==> config.mk <==
export PLATFORM = sky130hd
export DESIGN_NAME = prc_reg_arb
export DESIGN_NICKNAME = d
export VERILOG_FILES = /design/src/rtl/prc_reg_arb.sv
export SDC_FILE = /design/constraint.sdc
export NUM_CORES = 1
export LEC_CHECK = 0
export CORE_AREA = 2 2 164 166
export CTS_CLUSTER_DIAMETER = 150
export CTS_CLUSTER_SIZE = 14
export DETAILED_ROUTE_END_ITERATION = 6
export DIE_AREA = 0 0 166 168
export MAX_ROUTING_LAYER = met4
export PLACE_DENSITY = 0.68
export SLEW_MARGIN = 20
export SYNTH_ARGS = -nofsm -noshare
export SYNTH_HDL_FRONTEND = slang
export SYNTH_SLANG_ARGS = --single-unit
==> constraint.sdc <==
create_clock -name clk -period 1.8 [get_ports clk]
set_input_delay 0.36 -clock clk [delete_from_list [all_inputs] [get_ports clk]]
set_output_delay 0.36 -clock clk [all_outputs]
set_load 0.01 [all_outputs]
==> src/rtl/prc_reg_arb.sv <==
// -----------------------------------------------------------------------------
// prc_reg_arb
//   Two-master round-robin arbiter in front of the prc register block's single
//   write/read port. Master 0 is the host CSR bridge, master 1 the debug/config
//   engine. One request is granted at a time. It is forwarded to the slave as a
//   one-cycle strobe. The slave's completion pulse is then returned to the
//   granted master as a one-cycle rdy pulse, with read data for reads.
//
//   Optional feature: define PRC_REG_ARB_TIMEOUT_EN to bound the wait for the
//   slave to TIMEOUT_CYC cycles. On expiry the master receives its normal rdy
//   pulse, read data is forced to 32'hDEAD_BEEF, and arb_timeout pulses.
//   Without the macro, WAIT has no bound and arb_timeout is tied low.
//
// Ports
//   clk, resetn                 clock, asynchronous active-low reset
//   m*_wen/_waddr/_wdata/_wstrb master write request (level) and payload
//   m*_ren/_raddr               master read request (level) and address
//   m*_wrdy, m*_rrdy            per-master completion pulses
//   m*_rdata                    per-master read data, held until next read
//   s_wen, s_ren                one-cycle slave strobes
//   s_waddr/_wdata/_wstrb/_raddr slave payload, held between grants
//   s_wrdy, s_rrdy, s_rdata     slave completion pulses and read data
//   grant                       index of the current or last granted master
//   busy                        high whenever the FSM is not in IDLE
//   arb_timeout                 one-cycle slave timeout pulse
// -----------------------------------------------------------------------------
module prc_reg_arb #(
  parameter int unsigned TIMEOUT_CYC = 16  // legal range 2..255
) (
  input  logic        clk,
  input  logic        resetn,
  input  logic        m0_wen,
  input  logic [31:0] m0_waddr,
  input  logic [31:0] m0_wdata,
  input  logic [7:0]  m0_wstrb,
  input  logic        m0_ren,
  input  logic [31:0] m0_raddr,
  output logic        m0_wrdy,
  output logic        m0_rrdy,
  output logic [31:0] m0_rdata,
  input  logic        m1_wen,
  input  logic [31:0] m1_waddr,
  input  logic [31:0] m1_wdata,
  input  logic [7:0]  m1_wstrb,
  input  logic        m1_ren,
  input  logic [31:0] m1_raddr,
  output logic        m1_wrdy,
  output logic        m1_rrdy,
  output logic [31:0] m1_rdata,
  output logic        s_wen,
  output logic        s_ren,
  output logic [31:0] s_waddr,
  output logic [31:0] s_wdata,
  output logic [7:0]  s_wstrb,
  output logic [31:0] s_raddr,
  input  logic        s_wrdy,
  input  logic        s_rrdy,
  input  logic [31:0] s_rdata,
  output logic        grant,
  output logic        busy,
  output logic        arb_timeout
);

  typedef enum logic [1:0] {
    IDLE  = 2'd0,
    ISSUE = 2'd1,
    WAIT  = 2'd2,
    DONE  = 2'd3
  } state_t;

  state_t      state, state_nxt;
  logic        last_grant;   // master served most recently; the other one wins a tie
  logic        is_write;     // type of the transaction currently granted
  logic        req0, req1;
  logic        sel;          // master chosen in IDLE this cycle
  logic        sel_wen;      // chosen master's write request (write beats read)
  logic        slave_done;   // slave pulse matching the granted transaction type
  logic        timeout_hit;
  logic        to_flag;      // last WAIT exit was caused by the timeout
  logic [31:0] read_val;

  assign req0 = m0_wen | m0_ren;
  assign req1 = m1_wen | m1_ren;

  // State register
  always_ff @(posedge clk or negedge resetn) begin
    // NOTE: sequential state uses non-blocking assignments so every register
    // samples pre-edge values regardless of process evaluation order.
    if (!resetn) state <= IDLE;
    else         state <= state_nxt;
  end

  // Next-state logic
  always_comb begin
    // NOTE: every variable written here gets a default first, so no path can
    // leave it unassigned and infer a latch.
    state_nxt = state;
    unique case (state)
      IDLE:    if (req0 || req1) state_nxt = ISSUE;
      ISSUE:   state_nxt = WAIT;
      WAIT:    if (slave_done || timeout_hit) state_nxt = DONE;
      DONE:    state_nxt = IDLE;
      default: state_nxt = IDLE;
    endcase
  end

  // Output decode; all outputs are zero in IDLE, which is the reset state.
  always_comb begin
    s_wen       = (state == ISSUE) &&  is_write;
    s_ren       = (state == ISSUE) && !is_write;
    m0_wrdy     = (state == DONE) && !grant &&  is_write;
    m0_rrdy     = (state == DONE) && !grant && !is_write;
    m1_wrdy     = (state == DONE) &&  grant &&  is_write;
    m1_rrdy     = (state == DONE) &&  grant && !is_write;
    busy        = (state != IDLE);
    arb_timeout = (state == DONE) && to_flag;
  end

  // Round-robin choice. With both masters requesting, the one not served last wins.
  always_comb begin
    sel = 1'b0;
    if (req0 && req1) sel = ~last_grant;
    else if (req1)    sel = 1'b1;
  end

  assign sel_wen    = sel ? m1_wen : m0_wen;
  assign slave_done = is_write ? s_wrdy : s_rrdy;

`ifdef PRC_REG_ARB_TIMEOUT_EN
  localparam logic [7:0]  TIMEOUT_LAST  = 8'(TIMEOUT_CYC - 1);
  localparam logic [31:0] TIMEOUT_RDATA = 32'hDEAD_BEEF;

  logic [7:0] wait_cnt;

  // wait_cnt is 0 in the first WAIT cycle. It reaches TIMEOUT_CYC on the
  // edge that leaves WAIT, so DONE lands TIMEOUT_CYC cycles after WAIT entry.
  always_ff @(posedge clk or negedge resetn) begin
    if (!resetn) begin
      wait_cnt <= '0;
      to_flag  <= 1'b0;
    end else if (state == ISSUE) begin
      wait_cnt <= '0;
      to_flag  <= 1'b0;
    end else if (state == WAIT) begin
      wait_cnt <= wait_cnt + 8'd1;
      to_flag  <= timeout_hit && !slave_done;
    end
  end

  assign timeout_hit = (state == WAIT) && (wait_cnt == TIMEOUT_LAST);
  assign read_val    = slave_done ? s_rdata : TIMEOUT_RDATA;
`else
  // Keeps the parameter referenced when the timeout logic is compiled out.
  logic unused_timeout_cfg;
  assign unused_timeout_cfg = ^8'(TIMEOUT_CYC);
  assign timeout_hit        = 1'b0;
  assign to_flag            = 1'b0;
  assign read_val           = s_rdata;
`endif

  // Grant, slave payload and per-master read data
  always_ff @(posedge clk or negedge resetn) begin
    if (!resetn) begin
      grant      <= 1'b0;
      last_grant <= 1'b1;
      is_write   <= 1'b0;
      s_waddr    <= '0;
      s_wdata    <= '0;
      s_wstrb    <= '0;
      s_raddr    <= '0;
      m0_rdata   <= '0;
      m1_rdata   <= '0;
    end else begin
      if (state == IDLE && (req0 || req1)) begin
        grant    <= sel;
        is_write <= sel_wen;
        // Only the fields of the granted type are loaded; the rest hold.
        if (sel_wen) begin
          s_waddr <= sel ? m1_waddr : m0_waddr;
          s_wdata <= sel ? m1_wdata : m0_wdata;
          s_wstrb <= sel ? m1_wstrb : m0_wstrb;
        end else begin
          s_raddr <= sel ? m1_raddr : m0_raddr;
        end
      end
      // Read data is written into the master's register while still in WAIT.
      // It is therefore already valid during the DONE rdy pulse.
      if (state == WAIT && !is_write && (slave_done || timeout_hit)) begin
        if (grant) m1_rdata <= read_val;
        else       m0_rdata <= read_val;
      end
      if (state == DONE) last_grant <= grant;
    end
  end

endmodule

After elaboration in Yosys (flattened, before gate mapping)
Index checks and enable logic that the tools add are counted.

storage, ports and cells
  flip-flop bits (word level) = 173
  output and inout port bits = 177

cells by class
  eq/ne operators = 5
  mux-type cells = 11
  bitwise operators = 5
  reduce and logical (&&, ||, !) cells = 22

operators by type and width
  operator            count
  $mux 32             3
  $logic_and 1x1->1   12
  $reduce_and 2->1    5
  $mux 8              1
  $pmux 2 s4          1
  $eq 2x2->1 const B  2
  $mux 1              4
  $mux 2              2
  $not 1->1           3
  $eq 2x1->1 const B  1
  $logic_not 1->1     2
  $logic_not 2->1     1
  $ne 2x1->1 const B  1
  $ne 2x2->1 const B  1
  $or 1x1->1          2
  $reduce_bool 2->1   1
  $logic_or 1x1->1    1

Longest topological paths before layout
  depth in word-level cells = 6
  mapped depth = 7
  depth with buffers taken out = 6

Worst setup path before layout
OpenSTA, ideal clock, no wires.

  kind = register to register
  start point = register last_grant
  end point = register s_raddr[22]
  arrival time = 1595 ps
  data required time = 1675 ps
  setup slack = 80 ps
  stages on the path, launching flop included = 6
  path through = dfstp_2 inv_1 o22ai_4 buf_6 mux2_4 mux2_4

on the way
  cells in the longest elaborated chain, start to end = 5

ends and longest elaborated chain
  what                               line  source
  start: declaration                 72    logic last_grant;
  start signal: assignment           192   if (state == DONE) last_grant <= grant;
  $not 1->1 (*)                      122   if (req0 && req1) sel = ~last_grant;
  $mux 1 (*)                         122
  $mux 1                             126   assign sel_wen = sel ? m1_wen : m0_wen;
  $not 1->1 (no source line)         n/a
  $reduce_and 2->1 (no source line)  n/a
  end signal: assignment             183   s_raddr <= sel ? m1_raddr : m0_raddr;
  end: declaration                   55    output logic [31:0] s_raddr,

Every way passes the cells marked *; elsewhere a longest branch is shown, timed or not.
A chain may end at the register's enable or synchronous reset.

Worst setup path in the final report
  start point = register last_grant
  end point = register s_raddr[7]

Same word-level chain as after synthesis.

==> results.toml <==
[routing]
drc_errors = 0
detail_route.iter0.violations = 213
postRouteAntennaNets = 0
wirelength_um = 24800
avgViaCountPerCell = 4.44
drtPass1Iterations = 4
routed_wire_length_per_instance_um = 17.6
dr_total_vias = 6278

[grt]
pin_count_of_the_biggest_net_entering_global_routing = 42
grt_antenna_before_repair = 0
grt_first_pass_wirelength_um = 36800
gr-usage-all-layers = 0.172
number_of_global_route_vias_before_repair = 6565
globalRouteOverflowTotal = 0

[placed_design]
portBuffers = 423
hpwl_um = 18600
dp.cells = 1365
post-place-ws_ps = -388
gp_congestion = 0.801
detailed_place.area_sq_mm = 0.0129

[setup_path]
category_of_the_worst_setup_path_capture_point = "flop"
critical_path_class = "flop to flop"
worst_ep_arrival_time_ps = 2140
timing.critical_path.from_type = "flop"
worst-endpoint-required_ps = 2100
critical_path_cell_with_the_highest_stage_delay = "sky130_fd_sc_hd__dfstp_2"
cp_common_cell = "sky130_fd_sc_hd__mux2_4"
cpPeakStageDelay_ps = 580
worst_path_max_fanout = 8
worstPathCellList = "inv_2 > o22ai_4 > buf_12 > clkbuf_16 > mux2_4 > mux2_4"

[cts]
clock-sinks = 173
cts_htree_levels = 4
clk_path_buf_depth = 2
tritoncts = "yes"
worst_setup_hold_path_clk_slew_ps = 70
clockRootBuffer = "sky130_fd_sc_hd__clkbuf_16"
cts_buffers = 17
clk_latency_ps = 420

[cells_and_area]
nFillCells = 2319
num-nets-final = 1313
layout_common_cells = "sky130_fd_sc_hd__clkdlybuf4s50_1 (414), sky130_fd_sc_hd__dfrtp_1 (170), sky130_fd_sc_hd__nand2_1 (76)"
area_taken_by_multi_input_logic_gates_sq_mm = 0.00347
register_area_sq_mm = 0.00433
num_antenna_cells = 0
drive_above_1_share = 0.248
synthToLayoutAreaGrowth_pct = 72.8
layout_commonest_cell = "sky130_fd_sc_hd__clkdlybuf4s50_1"
postLayoutCellArea_sq_mm = 0.0139
final-instance-count-excl-fill = 1415
finalCoreUtilization = 0.528

[floorplan]
floorplan.die.height_um = 168
area_of_the_core_sq_mm = 0.0264
die-area_sq_mm = 0.0279
initial_utilization = 0.305
die_x_um = 166
fp-row-count = 60
io_pins = 425

[timing]
fin_skew_ps = 12.3
setup_ws_ps = -34.1
final_hold_viol_count = 0
fin_crit_sh = 1.02
achievable_freq_mhz = 545
timing_max_transition_violations_final = 0
grt_setup_unrepaired = "true"
setup_viol_count_final = 13
finalWorstPathRequiredPeriod_ps = 1830

[yosys]
seq_area_frac_synth = 0.538
ys_seq_elements = 173
synth_cell_types = 37
synth_enable_flop_cells = 0
async_reset_ff_frac = 1.00
synth_fp_nets = 848
synth.cell_area_sq_mm = 0.00805
ys.flop_type = "sky130_fd_sc_hd__dfrtp_1"
yosysWarningCount = 0
number_of_cells_produced_by_synthesis = 596
mean_cell_area_of_the_mapped_netlist_sq_um = 13.5

[outcome]
violations = "setup timing"
outcome = "finished with violations"

[job]
number_of_maximum_capacitance_violations = 0

[hold_path]
worstHoldPathType = "input pin to async pin"

[power]
vdd_ir_drop_max_uv = 716
leakage_nw = 6.15
p_per_area_mw_per_mm2 = 1560
state kept, by name, indices dropped and copies added, names as in the netlist:
name        flops
s_wstrb         8
m1_rdata       32
is_write        1
last_grant      1
s_waddr        32
s_raddr        32
s_wdata        32
m0_rdata       32
grant           1
state           2
cell type report:
type                       count  area share
clock buffer                  17      0.0306
clock inverter                15      0.0121
inverter                       6     0.00162
multi-input combinational    379       0.249
sequential                   173       0.312
tap                          341      0.0307
timing repair buffer         484       0.364
cells in the mapped netlist, types with 3 or more instances:
| master | instances | area share |
|---|---|---|
| sky130_fd_sc_hd__buf_12 | 8 | 0.020 |
| sky130_fd_sc_hd__dfrtp_1 | 172 | 0.53 |
| sky130_fd_sc_hd__inv_1 | 6 | 0.0028 |
| sky130_fd_sc_hd__buf_2 | 11 | 0.0068 |
| sky130_fd_sc_hd__nand2_1 | 76 | 0.035 |
| sky130_fd_sc_hd__mux2_2 | 68 | 0.095 |
| sky130_fd_sc_hd__o21ai_2 | 11 | 0.012 |
| sky130_fd_sc_hd__mux2_4 | 59 | 0.11 |
| sky130_fd_sc_hd__nor2_1 | 4 | 0.0019 |
| sky130_fd_sc_hd__ha_1 | 4 | 0.0062 |
| sky130_fd_sc_hd__buf_6 | 7 | 0.0098 |
| sky130_fd_sc_hd__buf_4 | 5 | 0.0047 |
| sky130_fd_sc_hd__mux2i_1 | 73 | 0.091 |
| sky130_fd_sc_hd__clkbuf_2 | 3 | 0.0019 |
| sky130_fd_sc_hd__clkbuf_1 | 4 | 0.0019 |
| sky130_fd_sc_hd__o21ai_0 | 4 | 0.0025 |
| sky130_fd_sc_hd__o21ai_1 | 61 | 0.038 |
timing repair:
| item | CTS | global route |
|---|---|---|
| pin swaps | 1 | 10 |
| endpoints found under the hold margin | 30 | 0 |
| gates resized for setup | 35 | 35 |
| cloned | 0 | 7 |
| buffers inserted | 2 | 8 |
| hold buffers | 1 | 0 |
| endpoints found under the setup margin | 35 | 80 |
worst paths after layout:
path                       slack (ps)  depth (start not counted)         from           to
setup / recovery                  -30                          6   last_grant   s_raddr[7]
min in group clk                  480                          2  s_waddr[23]  s_waddr[23]
hold / removal                    420                          2       resetn   s_waddr[5]
hold reg to reg                   480                          2  s_waddr[23]  s_waddr[23]
max in group asynchronous         760                          3       resetn   s_wdata[8]
setup reg to reg                  -30                          6   last_grant   s_raddr[7]
cells by family after synthesis:
group / count (synthesis) / share of synthesized area
muxes: 201 / 0.297
DFF: 173 / 0.538
and+or+nand+nor: 88 / 0.0448
AOI/OAI and AO/OA: 85 / 0.0653
buffers and inverters: 44 / 0.0477
adders and majority gates: 4 / 0.00622
other: 1 / 0.000466
metal layers:
metal | GRT usage | up-vias | part of all wire
met5 | - | - | 0
met4 | 0.0469 | 0 | 0.019
met3 | 0.0378 | 25 | 0.048
met2 | 0.289 | 239 | 0.51
met1 | 0.211 | 2997 | 0.43
li1 | - | 3017 | -
per-stage QoR:
stage	setup TNS (ps)	hold slack, ps	total power [mW]
global route	-3340	441	23.0
floorplan	0	64.4	11.8
CTS	-116	423	21.4
global placement	-37640	309	17.4
finish	-181	420	21.7
detailed placement	-38890	301	17.6
power breakdown:
group	switching [mW]	internal (mW)
clock network	1.81	1.87
registers	1.09	5.81
logic	4.36	6.79
worst max-delay path: cells and delay by family, from the launching register on:
| kind | cells | cell delay (ps) |
|---|---|---|
| DFF | 1 | 580 |
| AOI/OAI and AO/OA | 1 | 160 |
| muxes | 2 | 570 |
| buffers and inverters | 3 | 400 |
No activity file was read; power rests on OpenSTA's default activity.
